[src/rtl/xbar_pkg.sv]
// Shared definitions for the crossbar master port: FSM encoding, command codes
// and the request width helper.
package xbar_pkg;

    localparam logic [1:0] IDLE = 2'b00;
    localparam logic [1:0] WAIT = 2'b01;
    localparam logic [1:0] READ = 2'b10;

    localparam logic CMD_READ  = 1'b0;
    localparam logic CMD_WRITE = 1'b1;

    // Packed request layout is {cmd, addr, wdata}.
    function automatic int req_width(input int aw, input int dw);
        return aw + dw + 1;
    endfunction

endpackage

[src/rtl/xbar_master_port_fifo.sv]
// Synchronous request FIFO for the master port.
// The full flag is registered; level counts stored entries.
module xbar_req_fifo #(
    parameter int WIDTH = 65,
    parameter int DEPTH = 4
) (
    input  logic                     clk,
    input  logic                     reset,
    input  logic                     push_i,
    input  logic [WIDTH-1:0]         din_i,
    input  logic                     pop_i,
    output logic [WIDTH-1:0]         dout_o,
    output logic                     full_o,
    output logic                     empty_o,
    output logic [$clog2(DEPTH):0]   level_o
);

    localparam int PW = $clog2(DEPTH);
    localparam logic [PW:0] LVL_FULL = (PW+1)'(DEPTH);

    logic [WIDTH-1:0] mem_q [DEPTH];
    logic [PW-1:0]    wr_ptr_q, rd_ptr_q;
    logic [PW:0]      level_q, level_d;
    logic             full_q;
    logic             do_push, do_pop;

    assign do_push = push_i & ~full_q;
    assign do_pop  = pop_i & (level_q != '0);

    always_comb begin
        level_d = level_q;
        if (do_push && !do_pop) begin
            level_d = level_q + 1'b1;
        end else if (do_pop && !do_push) begin
            level_d = level_q - 1'b1;
        end
    end

    always_ff @(posedge clk or negedge reset) begin
        if (!reset) begin
            wr_ptr_q <= '0;
            rd_ptr_q <= '0;
            level_q  <= '0;
            full_q   <= 1'b0;
        end else begin
            if (do_push) wr_ptr_q <= wr_ptr_q + 1'b1;
            if (do_pop)  rd_ptr_q <= rd_ptr_q + 1'b1;
            level_q <= level_d;
            full_q  <= (level_d == LVL_FULL);
        end
    end

    // Storage needs no reset: entries are only read while counted in level.
    always_ff @(posedge clk) begin
        if (do_push) mem_q[wr_ptr_q] <= din_i;
    end

    assign dout_o  = mem_q[rd_ptr_q];
    assign full_o  = full_q;
    assign empty_o = (level_q == '0);
    assign level_o = level_q;

endmodule

[src/rtl/xbar_master_port.sv]
// Crossbar master port: queues core requests and issues them one at a time
// with a held req/ack handshake. Optional WAIT timeout: XBAR_MST_TIMEOUT_EN.
//
// state | meaning
// IDLE  | outputs parked at 0; pops the FIFO head when one is queued
// WAIT  | o_req held with the issued request until ack (or timeout)
// READ  | captures i_rdata the cycle after a read ack
module xbar_master_port
    import xbar_pkg::*;
#(
    parameter int AW      = 32,
    parameter int DW      = 32,
    parameter int DEPTH   = 4,
    parameter int TIMEOUT = 255
) (
    input  logic                     clk,
    input  logic                     reset,
    input  logic                     t_req,
    output logic                     t_ready,
    input  logic                     t_cmd,
    input  logic [AW-1:0]            t_addr,
    input  logic [DW-1:0]            t_wdata,
    output logic                     o_req,
    output logic                     o_cmd,
    output logic [AW-1:0]            o_addr,
    output logic [DW-1:0]            o_wdata,
    input  logic                     ack,
    input  logic [DW-1:0]            i_rdata,
    output logic                     save_req,
    output logic                     r_valid,
    output logic [DW-1:0]            r_data,
    output logic                     r_err,
    output logic [$clog2(DEPTH):0]   level
);

    localparam int RW = req_width(AW, DW);

    typedef struct packed {
        logic          cmd;
        logic [AW-1:0] addr;
        logic [DW-1:0] wdata;
    } req_t;

    req_t             push_req, head;
    logic [RW-1:0]    fifo_dout;
    logic             fifo_full, fifo_empty, pop;
    logic             tmo_fire;

    logic [1:0]       state_q, state_d;
    logic             o_req_q, o_req_d;
    logic             o_cmd_q, o_cmd_d;
    logic [AW-1:0]    o_addr_q, o_addr_d;
    logic [DW-1:0]    o_wdata_q, o_wdata_d;
    logic             r_valid_q, r_valid_d;
    logic [DW-1:0]    r_data_q, r_data_d;

    assign push_req = '{cmd: t_cmd, addr: t_addr, wdata: t_wdata};
    assign head     = req_t'(fifo_dout);

    xbar_req_fifo #(
        .WIDTH (RW),
        .DEPTH (DEPTH)
    ) u_fifo (
        .clk     (clk),
        .reset   (reset),
        .push_i  (t_req),
        .din_i   (push_req),
        .pop_i   (pop),
        .dout_o  (fifo_dout),
        .full_o  (fifo_full),
        .empty_o (fifo_empty),
        .level_o (level)
    );

    always_comb begin
        state_d   = state_q;
        o_req_d   = o_req_q;
        o_cmd_d   = o_cmd_q;
        o_addr_d  = o_addr_q;
        o_wdata_d = o_wdata_q;
        r_valid_d = 1'b0;
        r_data_d  = r_data_q;
        pop       = 1'b0;
        case (state_q)
            IDLE: begin
                if (!fifo_empty) begin
                    pop       = 1'b1;
                    o_req_d   = 1'b1;
                    o_cmd_d   = head.cmd;
                    o_addr_d  = head.addr;
                    o_wdata_d = head.wdata;
                    state_d   = WAIT;
                end else begin
                    o_req_d   = 1'b0;
                    o_cmd_d   = CMD_READ;
                    o_addr_d  = '0;
                    o_wdata_d = '0;
                end
            end
            WAIT: begin
                // The issued command is parked once the handshake ends.
                if (ack) begin
                    o_req_d   = 1'b0;
                    o_cmd_d   = CMD_READ;
                    o_addr_d  = '0;
                    o_wdata_d = '0;
                    if (o_cmd_q == CMD_READ) begin
                        state_d = READ;
                    end else begin
                        r_valid_d = 1'b1;
                        r_data_d  = '0;
                        state_d   = IDLE;
                    end
                end else if (tmo_fire) begin
                    o_req_d   = 1'b0;
                    o_cmd_d   = CMD_READ;
                    o_addr_d  = '0;
                    o_wdata_d = '0;
                    r_valid_d = 1'b1;
                    r_data_d  = '0;
                    state_d   = IDLE;
                end
            end
            READ: begin
                r_data_d  = i_rdata;
                r_valid_d = 1'b1;
                state_d   = IDLE;
            end
            default: state_d = IDLE;
        endcase
    end

    always_ff @(posedge clk or negedge reset) begin
        if (!reset) begin
            state_q   <= IDLE;
            o_req_q   <= 1'b0;
            o_cmd_q   <= CMD_READ;
            o_addr_q  <= '0;
            o_wdata_q <= '0;
            r_valid_q <= 1'b0;
            r_data_q  <= '0;
        end else begin
            state_q   <= state_d;
            o_req_q   <= o_req_d;
            o_cmd_q   <= o_cmd_d;
            o_addr_q  <= o_addr_d;
            o_wdata_q <= o_wdata_d;
            r_valid_q <= r_valid_d;
            r_data_q  <= r_data_d;
        end
    end

`ifdef XBAR_MST_TIMEOUT_EN
    localparam int CW = $clog2(TIMEOUT + 1);
    localparam logic [CW-1:0] TO_LAST = CW'(TIMEOUT - 1);

    logic [CW-1:0] tmo_cnt_q;
    logic          r_err_q;

    // Counter is zero whenever WAIT is entered; ack on the last cycle wins.
    assign tmo_fire = (state_q == WAIT) & ~ack & (tmo_cnt_q == TO_LAST);

    always_ff @(posedge clk or negedge reset) begin
        if (!reset) begin
            tmo_cnt_q <= '0;
            r_err_q   <= 1'b0;
        end else begin
            r_err_q <= tmo_fire;
            if (state_q != WAIT) begin
                tmo_cnt_q <= '0;
            end else if (!ack) begin
                tmo_cnt_q <= tmo_cnt_q + 1'b1;
            end
        end
    end

    assign r_err = r_err_q;
`else
    logic unused_timeout;
    assign unused_timeout = (TIMEOUT > 0);
    assign tmo_fire       = 1'b0;
    assign r_err          = 1'b0;
`endif

    assign t_ready  = ~fifo_full;
    assign o_req    = o_req_q;
    assign o_cmd    = o_cmd_q;
    assign o_addr   = o_addr_q;
    assign o_wdata  = o_wdata_q;
    assign save_req = o_req_q & ~ack;
    assign r_valid  = r_valid_q;
    assign r_data   = r_data_q;

endmodule
[config.mk]
export PLATFORM = sky130hd
export DESIGN_NAME = xbar_master_port
export DESIGN_NICKNAME = d
export VERILOG_FILES = /design/src/rtl/xbar_pkg.sv /design/src/rtl/xbar_master_port_fifo.sv /design/src/rtl/xbar_master_port.sv
export SDC_FILE = /design/constraint.sdc
export NUM_CORES = 1
export LEC_CHECK = 0
export ABC_AREA = 1
export CELL_PAD_IN_SITES_DETAIL_PLACEMENT = 0
export CELL_PAD_IN_SITES_GLOBAL_PLACEMENT = 2
export CORE_MARGIN = 1
export CORE_UTILIZATION = 30
export DETAILED_ROUTE_END_ITERATION = 7
export GPL_ROUTABILITY_DRIVEN = 1
export MAX_ROUTING_LAYER = met4
export PLACE_DENSITY = 0.7
export SLEW_MARGIN = 20
export SYNTH_ARGS = -nofsm -noshare
export SYNTH_HDL_FRONTEND = slang
export SYNTH_HIERARCHICAL = 1
export SYNTH_SLANG_ARGS = --single-unit
[constraint.sdc]
create_clock -name clk -period 4.6 [get_ports clk]
set_input_delay 0.69 -clock clk [delete_from_list [all_inputs] [get_ports clk]]
set_output_delay 0.69 -clock clk [all_outputs]
set_load 0.005 [all_outputs]
==> impl_metrics.csv, run 1 <==
group,metric,value,unit
clock_tree,cts_buffer_depth,3,
critical_path,reg2reg_depth,7,
power_and_ir_drop,leakagePower,7.09,nW
floorplanning,start_util,30.4,%
status,status,"complete, no violations",
clock_tree,cts.sinks,369,
clock_tree,clock_latency,560,ps
synthesis,ys_ff_latch,369,
detailed_routing,wl,39.5,mm
critical_path,cp_top_family,"simple AND/OR/NAND/NOR gates",
layout,layoutNonFillerInstCount,2052,
critical_path,crit_slowest_cell,"nand2_4",
grt,grt.total_usage,16.3,%
placed_design,place.gp.congestion,0.717,
clock_tree,root_buffer,"clkbuf_16",
placed_design,post-dp-hpwl,21.7,mm
clock_tree,cts_tree,"built",
grt,grt_pass1_vias,9846,
detailed_routing,vias_per_cell,4.67,
synthesis,synth_nets,1278,
synthesis,synth_warnings,6,
detailed_routing,drt_first_pass_iters,5,
clock_tree,htreeDepth,2,
sta,finClkSkew,11.2,ps
synthesis,synth_xor_area_share,0.176,%
critical_path,crit_buf_inv,2,
sta,setup_viol,0,
synthesis,ys_types,29,
synthesis,synthCells,1165,
layout,fin_util,38.6,%
critical_path,slowest_delay,760,ps
critical_path,critPathArrivalTime,3230,ps
critical_path,crit_path_cell_trace,"inv_1 > ha_1 > inv_1 > nand2_4 > nand2_4 > nand3_1 > nand2_1",
floorplanning,die_area,50600,um2
clock_tree,post_cts_resized,0,
critical_path,cp_data_required_time,5030,ps
critical_path,path_depth,7,
layout,area_delta_synth_final,26.7,%
clock_tree,holdBufCountCts,0,
critical_path,start_kind,"flip-flop",
synthesis,ys_seq_area_share,70.7,%
layout,fin_nets,1462,
sta,clock.fmax,356,MHz
floorplanning,rows,81,
sta,tightest_slew,944,ps
sta,drv_slew,0,
sta,fin_crit,2810,ps
sta,maxSlewHeadroom,37.1,%
floorplanning,core-area,49000,um2
clock_tree,clk_pin_slew,60,ps
synthesis,synth_ff_type,"edfxtp_1",
detailed_routing,wl_per_cell,19.2,um
grt,grt_start_max_net_pins,85,
run,drv_cap,0,
synthesis,synth_top_family_by_area,"simple AND/OR/NAND/NOR gates",
placed_design,placed_area,17500,um2
placed_design,dp.cells,1968,
layout,final_area,18900,um2
critical_path,path_max_fanout,66,
floorplanning,ios,206,
synthesis,synth_compound_area_share,8.61,%
worst_hold_path,hold_path.class,"in -> async",
synthesis,yosys-mux-area-fraction,0,%
detailed_routing,detail-route-antenna-nets,0,
critical_path,crit_type,"reg -> reg",
detailed_routing,dr_total_vias,9580,
sta,fin_crit_sh,61.0,%
floorplanning,die_w,225,um
layout,fillCellCount,4728,
critical_path,end_kind,"flip-flop",
clock_tree,cts_setup_buffers,0,
grt,antenna_found_initial,5,
detailed_routing,route.detailed.drc,0,
sta,rsz0062_at_grt,"false",
detailed_routing,drt-initial-drc-count,509,
placed_design,port_buffers,204,
synthesis,synth_edf_count,260,
sta,setup_tns,0,ps
power_and_ir_drop,power.density,669,nW/um2
synthesis,async_flop_share,29.5,%
grt,overflow,0,
clock_tree,cts_buffers,43,
layout,drive_gt1_share,12.0,%
synthesis,syn_area_per_cell,12.8,um2
grt,grt_pass1_wl,60.1,mm
synthesis,synth-simple-area-share,15.3,%
sta,hold_viol,0,
synthesis,netlist_area,14900,um2
power_and_ir_drop,irDropWorstVdd,529,uV
floorplanning,dieHeight,225,um
synthesis,synthAdderAreaFrac,1.01,%
final timing paths:
kind	from	to	slack, ps
min in group clk	r_data[23]	r_data[23]	470
setup / recovery	state_q[1]	o_addr[7]	1790
hold / removal	reset	o_wdata[12]	230
hold reg to reg	r_data[23]	r_data[23]	470
max in group asynchronous	reset	o_addr[16]	3370
setup reg to reg	state_q[1]	o_addr[7]	1790
cells in the mapped netlist (4+ instances only):
| master | instances | share of area [%] |
|---|---|---|
| o21ai_0 | 109 | 3.7 |
| dfrtp_1 | 109 | 18 |
| edfxtp_1 | 260 | 52 |
| nor2_1 | 107 | 2.7 |
| ha_1 | 12 | 1.0 |
| inv_1 | 24 | 0.60 |
| nor2_2 | 8 | 0.34 |
| nor2_4 | 30 | 2.3 |
| buf_4 | 9 | 0.45 |
| o22ai_2 | 30 | 2.5 |
| clkbuf_1 | 26 | 0.65 |
| nand2_1 | 152 | 3.8 |
| o21ai_1 | 20 | 0.67 |
| buf_12 | 4 | 0.54 |
| buf_6 | 6 | 0.45 |
| nand4_1 | 33 | 1.4 |
| o22ai_1 | 35 | 1.5 |
| o21ai_2 | 4 | 0.24 |
| buf_2 | 37 | 1.2 |
| nand3_1 | 134 | 4.5 |
logic make-up after synthesis:
logic type               count (synthesis)
AND/OR/NAND/NOR                        470
flip-flops                             369
AO/OA/AOI/OAI                          199
buffers and inverters                  111
adder cells (fa/ha/maj)                 12
XOR/XNOR                                 3
other                                    1
stage by stage:
step                total power [mW]  hold slack [ps]  worst slack [ps]
detailed placement              9.55              457              1730
floorplan                       7.77              394               596
global placement                9.48              453              1800
finish                          12.6              228              1790
CTS                             12.9              256              1720
global route                    13.5              290              1480
registers in the layout, summed over array words and instances, names as in the netlist:
| name | count |
|---|---|
| o_addr | 32 |
| o_cmd | 1 |
| o_req | 1 |
| o_wdata | 32 |
| r_data | 32 |
| r_valid | 1 |
| state_q | 2 |
| u_fifo/full_o | 1 |
| u_fifo/level_o | 3 |
| u_fifo/mem_q | 260 |
| u_fifo/rd_ptr_q | 2 |
| u_fifo/wr_ptr_q | 2 |
power by group:
group / switching (mW) / internal [mW] / total, mW / leakage [nW]
Sequential: 0.430 / 4.42 / 4.85 / 3.80
Combinational: 2.85 / 1.66 / 4.51 / 2.63
Clock: 1.33 / 1.94 / 3.27 / 0.661
area by class of cell:
cell class,count,area [um2],share of cell area [%]
Antenna cell,5,12.5,0.0663
Tap cell,664,831,4.40
Clock buffer,62,1170,6.18
Clock inverter,17,175,0.928
Timing Repair Buffer,222,2240,11.9
Multi-Input combinational cell,685,3800,20.1
Inverter,28,110,0.583
Sequential cell,369,10500,55.8
routing by layer:
layer	global-route usage [%]	wire length [um]	vias up
met5	-	0	-
li1	-	-	4561
met3	3.58	2360	45
met4	4.21	561	0
met2	26.8	19000	240
met1	20.2	17500	4734
cells in the final DEF (no fill, tap or decap), types with 2 or more instances in the layout:
cell,instances
edfxtp_1,260
clkdlybuf4s50_1,203
nand2_1,150
nand3_1,134
o21ai_0,109
dfrtp_1,107
nor2_1,103
clkbuf_16,43
nor2_4,35
o22ai_1,35
nand4_1,33
o22ai_2,30
inv_1,24
o21ai_1,20
clkbuf_1,17
buf_4,13
ha_1,12
clkinv_2,9
nor2_2,7
diode_2,5
buf_12,5
o21ai_2,4
nand2_4,3
clkinv_1,3
bufinv_16,3
inv_2,3
xor2_1,3
nand2_2,2
inv_6,2
clkbuf_8,2
nand3b_1,2
(Power assumes the default switching activity.)
==> inputs of run 2 (changes only) <==
clock period = 2.8 ns   (was 4.6 ns; I/O delays follow)
==> impl_metrics.csv, run 2 (synthesis results as in run 1) <==
group,metric,value,unit
grt,antenna_found_initial,7,
placed_design,place.gp.congestion,0.704,
clock_tree,cts_tree,"built",
critical_path,worstReg2RegStart,"u_fifo/level_o[0]",
grt,grt_start_max_net_pins,132,
layout,area_delta_synth_final,27.3,%
clock_tree,clk_pin_slew,60,ps
sta,setup_viol,0,
clock_tree,root_buffer,"clkbuf_16",
detailed_routing,route.detailed.drc,0,
worst_hold_path,hold_path.class,"in -> reg",
clock_tree,post_cts_resized,0,
sta,tightest_slew,852,ps
layout,mostFrequentLayoutCells,"edfxtp_1, clkdlybuf4s50_1, nand2_1",
sta,finClkSkew,17.5,ps
clock_tree,htreeDepth,2,
detailed_routing,wl_per_cell,19.0,um
placed_design,port_buffers,204,
clock_tree,cts_buffers,42,
sta,rsz0062_at_grt,"false",
layout,final_common_cell,"edfxtp_1",
floorplanning,start_util,30.4,%
placed_design,post-dp-hpwl,21.7,mm
grt,grt.total_usage,16.2,%
power_and_ir_drop,leakagePower,7.13,nW
sta,drv_slew,0,
worst_hold_path,min-delay-start,"i_rdata[26]",
grt,overflow,0,
floorplanning,ios,206,
clock_tree,cts.sinks,369,
layout,drive_gt1_share,12.4,%
critical_path,critPathArrivalTime,2610,ps
layout,layoutNonFillerInstCount,2060,
power_and_ir_drop,irDropWorstVdd,900,uV
layout,largest_reg_flops,260,
grt,grt_pass1_wl,60.3,mm
critical_path,start_kind,"flip-flop",
floorplanning,core-area,49000,um2
clock_tree,cts_setup_buffers,0,
critical_path,end_kind,"flip-flop",
layout,fin_nets,1469,
critical_path,setup.worst_path.start,"u_fifo/level_o[0]",
detailed_routing,wl,39.1,mm
clock_tree,holdBufCountCts,1,
placed_design,dp.cells,1975,
layout,seqCellArea,10500,um2
detailed_routing,drt_first_pass_iters,5,
critical_path,path_max_fanout,5,
power_and_ir_drop,power.density,1100,nW/um2
floorplanning,dieHeight,225,um
layout,fillCellCount,4677,
clock_tree,cts_buffer_depth,3,
detailed_routing,dr_total_vias,9668,
detailed_routing,detail-route-antenna-nets,0,
floorplanning,die_area,50600,um2
critical_path,r2r_slack,680,ps
sta,maxSlewHeadroom,43.2,%
sta,setup_tns,0,ps
sta,hold_viol,0,
sta,clock.fmax,472,MHz
layout,multiInputGateArea,3800,um2
critical_path,crit_type,"reg -> reg",
run,drv_cap,0,
sta,fin_crit_sh,75.7,%
status,status,"complete, no violations",
clock_tree,clock_latency,560,ps
layout,regMostFlops,"u_fifo/mem_q",
sta,fin_crit,2120,ps
grt,grt_pass1_vias,9908,
layout,fin_util,38.8,%
floorplanning,rows,81,
critical_path,cp_data_required_time,3290,ps
detailed_routing,vias_per_cell,4.69,
detailed_routing,drt-initial-drc-count,558,
floorplanning,die_w,225,um
run 2: metrics by stage:
| stage | total power [mW] | instance area (um2) | setup WS [ps] | hold slack, ps |
|---|---|---|---|---|
| after floorplan | 12.8 | 14900 | -1060 | 124 |
| after global placement | 15.8 | 17600 | 637 | 453 |
| after detailed placement | 15.9 | 17600 | 641 | 457 |
| after CTS | 21.3 | 19000 | 641 | 398 |
| after global routing | 22.3 | 19000 | 373 | 430 |
| final | 20.9 | 19000 | 679 | 438 |
run 2: power by group:
part           internal (mW)  total, mW  switching, mW  leakage, nW
clock                   3.14       5.30           2.15        0.646
sequential              7.26       7.78          0.518         3.80
combinational           2.89       7.81           4.92         2.68
total                   13.3       20.9           7.59         7.13
run 2: critical path, stage by stage (launching register included):
cell and delay (ps):
dfrtp_1 390, inv_1 80, ha_1 210, ha_1 270, nor2_1 260, inv_1 70, nor2_1 230, nand2_1 140
nand2_1 110, nor2_1 40, nor2_1 120, nand2_1 70, nor2_1 80
run 2: path summary, 6_finish.rpt:
path / end / cells past startpoint
max: u_fifo/full_o / 12
min: r_data[26] / 3
max reg2reg: u_fifo/full_o / 12
min reg2reg: r_data[8] / 2
max in group asynchronous: o_wdata[6] / 3
min in group asynchronous: r_data[14] / 2
run 2: cell type report:
cell class / instances / share of cell area [%]
Inverter: 28 / 0.580
Tap cell: 664 / 4.38
Clock inverter: 14 / 0.640
Sequential cell: 369 / 55.6
Timing Repair Buffer: 230 / 12.4
Antenna cell: 7 / 0.0923
Multi-Input combinational cell: 685 / 20.0
Clock buffer: 63 / 6.33
run 2: routing by layer:
metal	global-route usage [%]	vias to the layer above	routed length, um
li1	-	4572	-
met5	-	-	0
met3	3.61	63	2650
met1	20.8	4754	17400
met2	25.9	279	18400
met4	4.54	0	767
